[src/rtl/vertex_transform_pkg.sv]
// Shared definitions for the vertex transform stage and its neighbours.
// Holds element/output widths, the FSM state encoding, and bit-offset helpers
// for MSB-first, row-major packing of matrices and vectors.
package vertex_transform_pkg;

  localparam int EW = 8;          // matrix element / vertex component width
  localparam int N  = 4;          // matrix dimension
  localparam int OW = 2*EW + 2;   // width of a 4-term sum of EW x EW products

  typedef enum logic [1:0] {
    IDLE = 2'd0,
    CALC = 2'd1,
    OUT  = 2'd2
  } state_t;

  // LSB position of element (r,c) in a packed N x N matrix of ew-bit entries.
  // Element (0,0) sits in the MSBs, (N-1,N-1) in the LSBs.
  function automatic int mat_lsb(input int r, input int c, input int ew);
    return ((N*N - 1) - (r*N + c)) * ew;
  endfunction

  // LSB position of an entire row r (N entries) in a packed matrix.
  function automatic int row_lsb(input int r, input int ew);
    return (N - 1 - r) * N * ew;
  endfunction

  // LSB position of component i in a packed N-vector; component 0 in the MSBs.
  function automatic int vec_lsb(input int i, input int ew);
    return (N - 1 - i) * ew;
  endfunction

endpackage

[src/rtl/vertex_transform_dot4.sv]
// Combinational 4-lane dot product: sum of a[i]*b[i], zero-extended to OW bits.
// Ports: a, b = packed N-vectors (lane 0 in MSBs); sum = OW-bit unsigned result.
// No state; result is valid in the same cycle as the inputs.
module vertex_transform_dot4
  import vertex_transform_pkg::vec_lsb;
#(
  parameter int EW = 8,
  parameter int N  = 4,
  parameter int OW = 2*EW + 2
) (
  input  logic [N*EW-1:0] a,
  input  logic [N*EW-1:0] b,
  output logic [OW-1:0]   sum
);

  logic [OW-1:0] prod [N];

  always_comb begin
    for (int i = 0; i < N; i++) begin
      // Operands widened to 2*EW so the product keeps every bit before the add.
      prod[i] = {{(OW-2*EW){1'b0}},
                 ({{EW{1'b0}}, a[vec_lsb(i, EW) +: EW]} *
                  {{EW{1'b0}}, b[vec_lsb(i, EW) +: EW]})};
    end
  end

  // Balanced two-level adder tree; OW leaves two guard bits so it never wraps.
  assign sum = (prod[0] + prod[1]) + (prod[2] + prod[3]);

endmodule

[src/rtl/vertex_transform.sv]
// Streaming 4x4 matrix x vertex transform, one output component per cycle.
// Ports: clk/rst_n; mat_in/mat_load/mat_ready matrix load; vin_* vertex input
// handshake; vout_* transformed-vertex output handshake (x' in MSBs).
module vertex_transform #(
  parameter int EW = vertex_transform_pkg::EW,
  parameter int N  = vertex_transform_pkg::N,
  parameter int OW = vertex_transform_pkg::OW
) (
  input  logic              clk,
  input  logic              rst_n,
  input  logic [N*N*EW-1:0] mat_in,
  input  logic              mat_load,
  output logic              mat_ready,
  input  logic [N*EW-1:0]   vin_data,
  input  logic              vin_valid,
  output logic              vin_ready,
  output logic [N*OW-1:0]   vout_data,
  output logic              vout_valid,
  input  logic              vout_ready
);

  import vertex_transform_pkg::*;

  localparam int RW = $clog2(N);
  localparam logic [RW-1:0] LAST_ROW = RW'(N - 1);

  state_t           state, state_nxt;
  logic [RW-1:0]    row;
  logic [N*N*EW-1:0] mat_reg;
  logic [N*EW-1:0]  vtx_reg;
  logic [N*EW-1:0]  row_sel;
  logic [OW-1:0]    dot;
  logic             vin_fire;
  logic             mat_fire;

  assign vin_fire = vin_valid & vin_ready;
  assign mat_fire = (state == IDLE) & mat_load;

  // The single dot-product datapath is time-shared across rows.
  assign row_sel = mat_reg[row_lsb(int'(row), EW) +: N*EW];

  vertex_transform_dot4 #(
    .EW (EW),
    .N  (N),
    .OW (OW)
  ) u_dot4 (
    .a   (row_sel),
    .b   (vtx_reg),
    .sum (dot)
  );

  always_comb begin
    state_nxt  = state;
    mat_ready  = 1'b0;
    vin_ready  = 1'b0;
    vout_valid = 1'b0;
    case (state)
      IDLE: begin
        mat_ready = 1'b1;
        // A matrix load takes priority; the vertex waits so it sees the new matrix.
        vin_ready = ~mat_load;
        if (vin_valid && !mat_load) begin
          state_nxt = CALC;
        end
      end
      CALC: begin
        if (row == LAST_ROW) begin
          state_nxt = OUT;
        end
      end
      OUT: begin
        vout_valid = 1'b1;
        if (vout_ready) begin
          state_nxt = IDLE;
        end
      end
      default: state_nxt = IDLE;
    endcase
  end

  always_ff @(posedge clk or negedge rst_n) begin
    if (!rst_n) begin
      state     <= IDLE;
      row       <= '0;
      mat_reg   <= '0;
      vtx_reg   <= '0;
      vout_data <= '0;
    end else begin
      state <= state_nxt;
      if (mat_fire) begin
        mat_reg <= mat_in;
      end
      if (vin_fire) begin
        vtx_reg <= vin_data;
        row     <= '0;
      end else if (state == CALC) begin
        vout_data[vec_lsb(int'(row), OW) +: OW] <= dot;
        // Wraps back to 0 after the last row, ready for the next vertex.
        row <= row + 1'b1;
      end
    end
  end

endmodule
[config.mk]
export PLATFORM = sky130hd
export DESIGN_NAME = vertex_transform
export DESIGN_NICKNAME = d
export VERILOG_FILES = /design/src/rtl/vertex_transform_pkg.sv /design/src/rtl/vertex_transform_dot4.sv /design/src/rtl/vertex_transform.sv
export SDC_FILE = /design/constraint.sdc
export NUM_CORES = 1
export LEC_CHECK = 0
export ABC_AREA = 1
export CORE_ASPECT_RATIO = 0.7
export CORE_MARGIN = 5
export CORE_UTILIZATION = 50
export CTS_CLUSTER_DIAMETER = 150
export CTS_CLUSTER_SIZE = 30
export DETAILED_ROUTE_END_ITERATION = 6
export GPL_ROUTABILITY_DRIVEN = 0
export HOLD_SLACK_MARGIN = 0.15
export PLACE_DENSITY = 0.75
export REMOVE_ABC_BUFFERS = 1
export SYNTH_ARGS = -nofsm -noshare
export SYNTH_HDL_FRONTEND = slang
export SYNTH_SLANG_ARGS = --single-unit
[constraint.sdc]
create_clock -name clk -period 10 [get_ports clk]
set_input_delay 3 -clock clk [delete_from_list [all_inputs] [get_ports clk]]
set_output_delay 3 -clock clk [all_outputs]
set_load 0.01 [all_outputs]
==> results.md, run 1 <==
* Outcome: complete, no violations
* Die H at 180.2 um
* Syn Std Cell Area at 0.02069 mm2
* Setup Buffers After CTS at 0
* Antenna violations before repair at 2
* P&R area growth vs syn at 15.34%
* Row count at 62
* Yosys top cell by area: dfrtp_1
* Detail Placement HPWL at 47.21 mm
* Fraction of synthesized area in multiplexers at 6.966%
* R2R cell count at 37
* Slew @ Worst Pin at 1.088 ns
* Asr flop ratio synth at 100.0%
* Register area share after synthesis at 28.54%
* Non-filler cells, final at 3218
* Register area at 0.005907 mm2
* Reg-to-Reg End: vout_data[32]
* Bufs and invs on worst path at 8
* Clk pin slew, worst setup/hold paths at 0.12 ns
* Initial core utilization at 50.52%
* Total Routing Usage GR at 26.01%
* Post-synth top area share at 28.54%
* Max cap viols at 0
* Largest register FFs at 128
* First-pass GRT wire length at 96.77 mm
* Antenna Nets Post-Route at 0
* Reg-to-reg startpoint: row[0]
* Synth warnings at 0
* Pin count of the biggest net entering global routing at 140
* Synth Area in XOR/XNOR at 1.355%
* Layout fillers at 3619
* Worst EP required at 10.44 ns
* DR WL/cell at 18.08 um
* Cts bufs inserted at 11
* Via density at 5.484
* Cells after Synth at 2478
* RSZ-0062 raised after global routing: false
* Num Clock Sinks at 236
* WHS Endpoint: vout_data[70]
* Clock latency on the worst-skew pair at 0.53 ns
* Count leader, synth: nand2_1
* Hold Buf Count CTS at 0
* I/O pin cnt at 240
* Relative slew slack at 27.23%
* Minimum clock period at 8.908 ns
* Synth Area in Compound Gates at 3.822%
* Longest Clk Path Bufs at 3
* Post-synthesis register bit count at 236
* Worst setup SP type: register
* Ys flop type: dfrtp_1
* Most frequent cells after synthesis: 584 x nand2_1, 433 x inv_1, 239 x nor2_1
* Largest family of logic cells by synthesized area: adder cells
* Critical Path End Type: register
* Final hold vios at 0
* Slowest cell on crit path: inv_2
* Critical path class: register to register
* Top Family by Delay on Critical Path: adder cells
* Number of global-route vias before repair at 18190
* Fin worst setup slack at 1.092 ns
* Dpl ws at 1.244 ns
* CP max FO at 52
* Root Driver: clkbuf_16
* Syn Area/Cell at 8.350 um2
* Post-synth EDFFs at 0
* CTS resizes at 0
* IO Port Bufs at 239
* CTS tree: built
* Hold Path Class: register to register
* Finish-stage setup viols at 0
* Hold Crit Depth at 2
* Final period util at 89.08%
* Initial DRC Count at 1683
* Final WL at 58.19 mm
* Area of the multi-input gates at 0.01282 mm2
* Worst EP arrival at 9.35 ns
* Die area at 0.04562 mm2
* Final #Nets at 3184
* Setup_tns at 0 ns
* Post-placement cell count at 3203
* Ratio of cells with drive above 1 in the final layout at 7.146%
* Vias at 17650
* Core area at 0.04096 mm2
* Post-synthesis simple-gate area fraction at 21.73%
* Setup Skew at 0.04212 ns
* Htree depth at 1
* DRT Pass-1 Iters at 7
* Reg-to-reg setup timing slack at 1.09 ns
* Die Span X at 253.1 um
* Synth cell types at 43
* Peak Freq at 0.1123 GHz
* Slowest stage delay, CP at 0.72 ns
* Worst hold start: vout_data[70]
* Placed cell areas at 0.02356 mm2
* Synth top area cells: dfrtp_1 29%, fa_1 19%, nand2_1 11%, ha_1 9.2%, inv_1 7.9%
* Global route overflow at 0
* Design area at 0.02387 mm2
* Adder-cell share of the synthesized area at 28.06%
* Most used cell, CP: nand2_1
* Residual DRC at 0
* Final max-slew violation count at 0
-- worst max-delay path by stage --
stage | start | slack (ns) | to | depth (start not counted)
floorplan | row[0] | -0.29 | vout_data[52] | 35
global placement | row[0] | 1.49 | vout_data[64] | 38
detailed placement | row[0] | 1.24 | vout_data[32] | 37
CTS | row[0] | 1.24 | vout_data[32] | 37
global route | row[0] | 0.61 | vout_data[50] | 38
finish | row[0] | 1.09 | vout_data[32] | 37
-- cell families after synthesis --
group / after synthesis
buf+inv: 509
flops: 236
fa+ha+maj: 347
mux: 128
xor+xnor: 32
simple gates: 1082
compound gates: 144
-- stage by stage --
step	hold slack [ns]	utilization, %
CTS	0.4936	58.26
detailed placement	0.4654	57.51
finish	0.4928	58.27
global placement	0.4668	57.51
global route	0.5165	58.26
floorplan	0.4796	-
-- placed cells by master (no fill, tap or decap), drive strengths merged, types with 2 or more instances in the layout --
cell | synthesis | final
o21ai | 45 | 45
mux2 | 128 | 128
o21bai | 3 | 3
xnor2 | 13 | 13
nor2 | 242 | 242
o31ai | 2 | 2
clkbuf | 24 | 14
nand3 | 207 | 207
buf | 45 | 12
a21oi | 72 | 72
dfrtp | 236 | 236
clkdlybuf4s50 | 0 | 238
nand2 | 591 | 591
ha | 152 | 152
or2 | 9 | 9
xor2 | 19 | 19
clkinv | 4 | 3
fa | 195 | 195
nor3 | 11 | 11
inv | 436 | 437
and2 | 4 | 4
a31oi | 5 | 5
nand4 | 17 | 17
a21boi | 8 | 8
a2bb2oi | 4 | 4
-- tightest hold or removal path: cells and delay by family (launching register included) --
family	cells	cell delay [ns]
flip-flops	1	0.36
AND/OR/NAND/NOR	2	0.11
-- cell type report --
cell class                 count  share of cell area, %
antenna                        1                0.01049
sequential                   236                  24.75
timing repair buffer         250                  10.44
tap                          544                  2.852
multi-input combinational   1733                  53.74
clock buffer                  14                  1.284
inverter                     440                  6.920
-- layer usage --
layer	routed length [um]	GRT usage, %
met2	25110	38.99
met4	1232	4.900
met5	34	0
met3	6183	5.382
met1	25630	39.60
Power of run 1 is not shown: default switching activity piles up to over one toggle a cycle in this logic, so the estimate is an artifact.
==> run 2: changes to the inputs <==
==> constraint.sdc (replaced) <==
create_clock -name clk -period 8.2 [get_ports clk]
set_input_delay 2.46 -clock clk [delete_from_list [all_inputs] [get_ports clk]]
set_output_delay 2.46 -clock clk [all_outputs]
set_load 0.01 [all_outputs]
==> run 2 against run 1 <==
Worst setup slack worse by 0.78 ns. Critical path depth down 1. Global-route usage down 0.12 points. Maximum frequency up 13%. Non-clock buffer count up 27. Clock skew up 0.0032 ns. Via count up 0.41%. Routed wire length up 1.5%. Final cell count up 0.78%.
==> results.md, run 2 (synthesis gave the netlist of run 1 again) <==
* Placed cell areas at 0.02378 mm2 (was 0.02356 mm2)
* Leading cell types in the layout, fill and taps excluded: 567 x nand2_1, 431 x inv_1, 238 x clkdlybuf4s50_1 (was 582 x nand2_1, 433 x inv_1, 239 x nor2_1)
* Longest Clk Path Bufs at 3 (unchanged)
* Core area at 0.04096 mm2 (unchanged)
* Cts bufs inserted at 11 (unchanged)
* Final Util at 59.29% (was 58.27%)
* IO Port Bufs at 239 (unchanged)
* Initial core utilization at 50.52% (unchanged)
* Root Driver: clkbuf_16 (unchanged)
* Post-placement cell count at 3228 (was 3203)
* Final hold vios at 0 (unchanged)
* Max cap viols at 0 (unchanged)
* Setup Skew at 0.04528 ns (was 0.04212 ns)
* Layout fillers at 3579 (was 3619)
* Non-filler cells, final at 3243 (was 3218)
* Slowest cell on crit path: fa_1 (was inv_2)
* Worst setup SP type: register (unchanged)
* Clock latency on the worst-skew pair at 0.53 ns (about the same)
* Most used cell, CP: nand2_1 (unchanged)
* Htree depth at 1 (unchanged)
* Initial DRC Count at 1724 (was 1683)
* Worst hold slack at 0.4944 ns (was 0.4928 ns)
* Finish-stage setup viols at 0 (unchanged)
* Number of global-route vias before repair at 18120 (was 18190)
* Pin count of the biggest net entering global routing at 129 (was 140)
* Final WL at 59.08 mm (was 58.19 mm)
* Slew @ Worst Pin at 1.057 ns (was 1.088 ns)
* Residual DRC at 0 (unchanged)
* Die Span X at 253.1 um (unchanged)
* Hold Buf Count CTS at 0 (unchanged)
* Antenna Nets Post-Route at 0 (unchanged)
* Peak Freq at 0.1267 GHz (was 0.1123 GHz)
* Critical Path End Type: register (unchanged)
* Outcome: complete, no violations (unchanged)
* CP max FO at 36 (was 52)
* Final max-slew violation count at 0 (unchanged)
* Detail Placement HPWL at 48.13 mm (was 47.21 mm)
* Critical path class: register to register (unchanged)
* Total Routing Usage GR at 25.89% (was 26.01%)
* Relative slew slack at 29.48% (was 27.23%)
* Hold Path Class: register to register (unchanged)
* Clk pin slew, worst setup/hold paths at 0.11 ns (was 0.12 ns)
* Final period util at 96.22% (was 89.08%)
* Vias at 17720 (was 17650)
* Area of the multi-input gates at 0.01299 mm2 (was 0.01282 mm2)
* First-pass GRT wire length at 95.92 mm (was 96.77 mm)
* Global route overflow at 0 (unchanged)
* Most common cell after layout, fill and taps aside: nand2_1 (unchanged)
* Largest register FFs at 128 (unchanged)
* CTS tree: built (unchanged)
* Die H at 180.2 um (unchanged)
* Via density at 5.463 (was 5.484)
* Num Clock Sinks at 236 (unchanged)
* I/O pin cnt at 240 (unchanged)
* Row count at 62 (unchanged)
* DRT Pass-1 Iters at 6 (was 7)
* P&R area growth vs syn at 17.37% (was 15.34%)
* Antenna Cells at 0 (was 1)
* Ratio of cells with drive above 1 in the final layout at 9.707% (was 7.146%)
* Worst EP required at 8.64 ns (was 10.44 ns)
* Slowest stage delay, CP at 0.55 ns (was 0.72 ns)
* DR WL/cell at 18.22 um (was 18.08 um)
* Minimum clock period at 7.890 ns (was 8.908 ns)
* Die area at 0.04562 mm2 (unchanged)
* Worst EP arrival at 8.33 ns (was 9.35 ns)
* Final #Nets at 3211 (was 3184)
* Register area at 0.005907 mm2 (unchanged)
* Antenna violations before repair at 1 (was 2)
* Design area at 0.02428 mm2 (was 0.02387 mm2)
[run 2: cell types whose count changed in the layout (fill, tap and decap cells not counted), sizes merged]
cell    delta
buf       +26
clkbuf     -1
clkinv     +1
diode      -1
[run 2: area by class of cell]
| cell class | instances | area share, % |
|---|---|---|
| Timing Repair Buffer | 277 | 11.39 |
| Tap cell | 544 | 2.803 |
| Multi-Input combinational cell | 1733 | 53.50 |
| Clock inverter | 1 | 0.02061 |
| Inverter | 440 | 6.822 |
| Clock buffer | 12 | 1.149 |
| Sequential cell | 236 | 24.32 |
[run 2: critical path: cells and delay by family (launching register included)]
| kind | cells | cell delay [ns] |
|---|---|---|
| adders and majority gates | 8 | 3.72 |
| and+or+nand+nor | 15 | 1.54 |
| AOI/OAI and AO/OA | 6 | 1.19 |
| buffers and inverters | 7 | 0.87 |
| DFF | 1 | 0.46 |
[run 2: worst paths after layout]
check	from	to	slack (ns)	depth (start not counted)
worst max register to register	row[0]	vout_data[1]	0.31	36
max in group asynchronous	rst_n	mat_reg[124]	5.07	2
min in group asynchronous	rst_n	vtx_reg[8]	1.93	1
worst max-delay path	row[0]	vout_data[1]	0.31	36
worst min-delay path	vout_data[27]	vout_data[27]	0.49	2
worst min register to register	vout_data[27]	vout_data[27]	0.49	2
[run 2: per-stage QoR]
| step | setup WS (ns) | setup TNS [ns] |
|---|---|---|
| finish | 0.3101 | 0 |
| global route | -0.06366 | -0.2906 |
| CTS | 0.1274 | 0 |
| detailed placement | 0.1103 | 0 |
| global placement | 0.2649 | 0 |
| floorplan | -2.087 | -124.86 |
[run 2: timing repair]
action,in CTS,in global routing
endpoints found under the setup margin,0,57
hold endpoints to repair,0,0
setup buffers,0,1
resized for setup,0,63
[run 2: metal layers]
layer / track usage (%) / up-vias / routed length, um
met4: 4.749 / 2 / 1250
met2: 38.67 / 851 / 25810
li1: - / 8103 / -
met1: 38.63 / 8666 / 25580
met5: 0 / - / 9
met3: 6.839 / 96 / 6427
Power of run 2 is left out for the same reason.
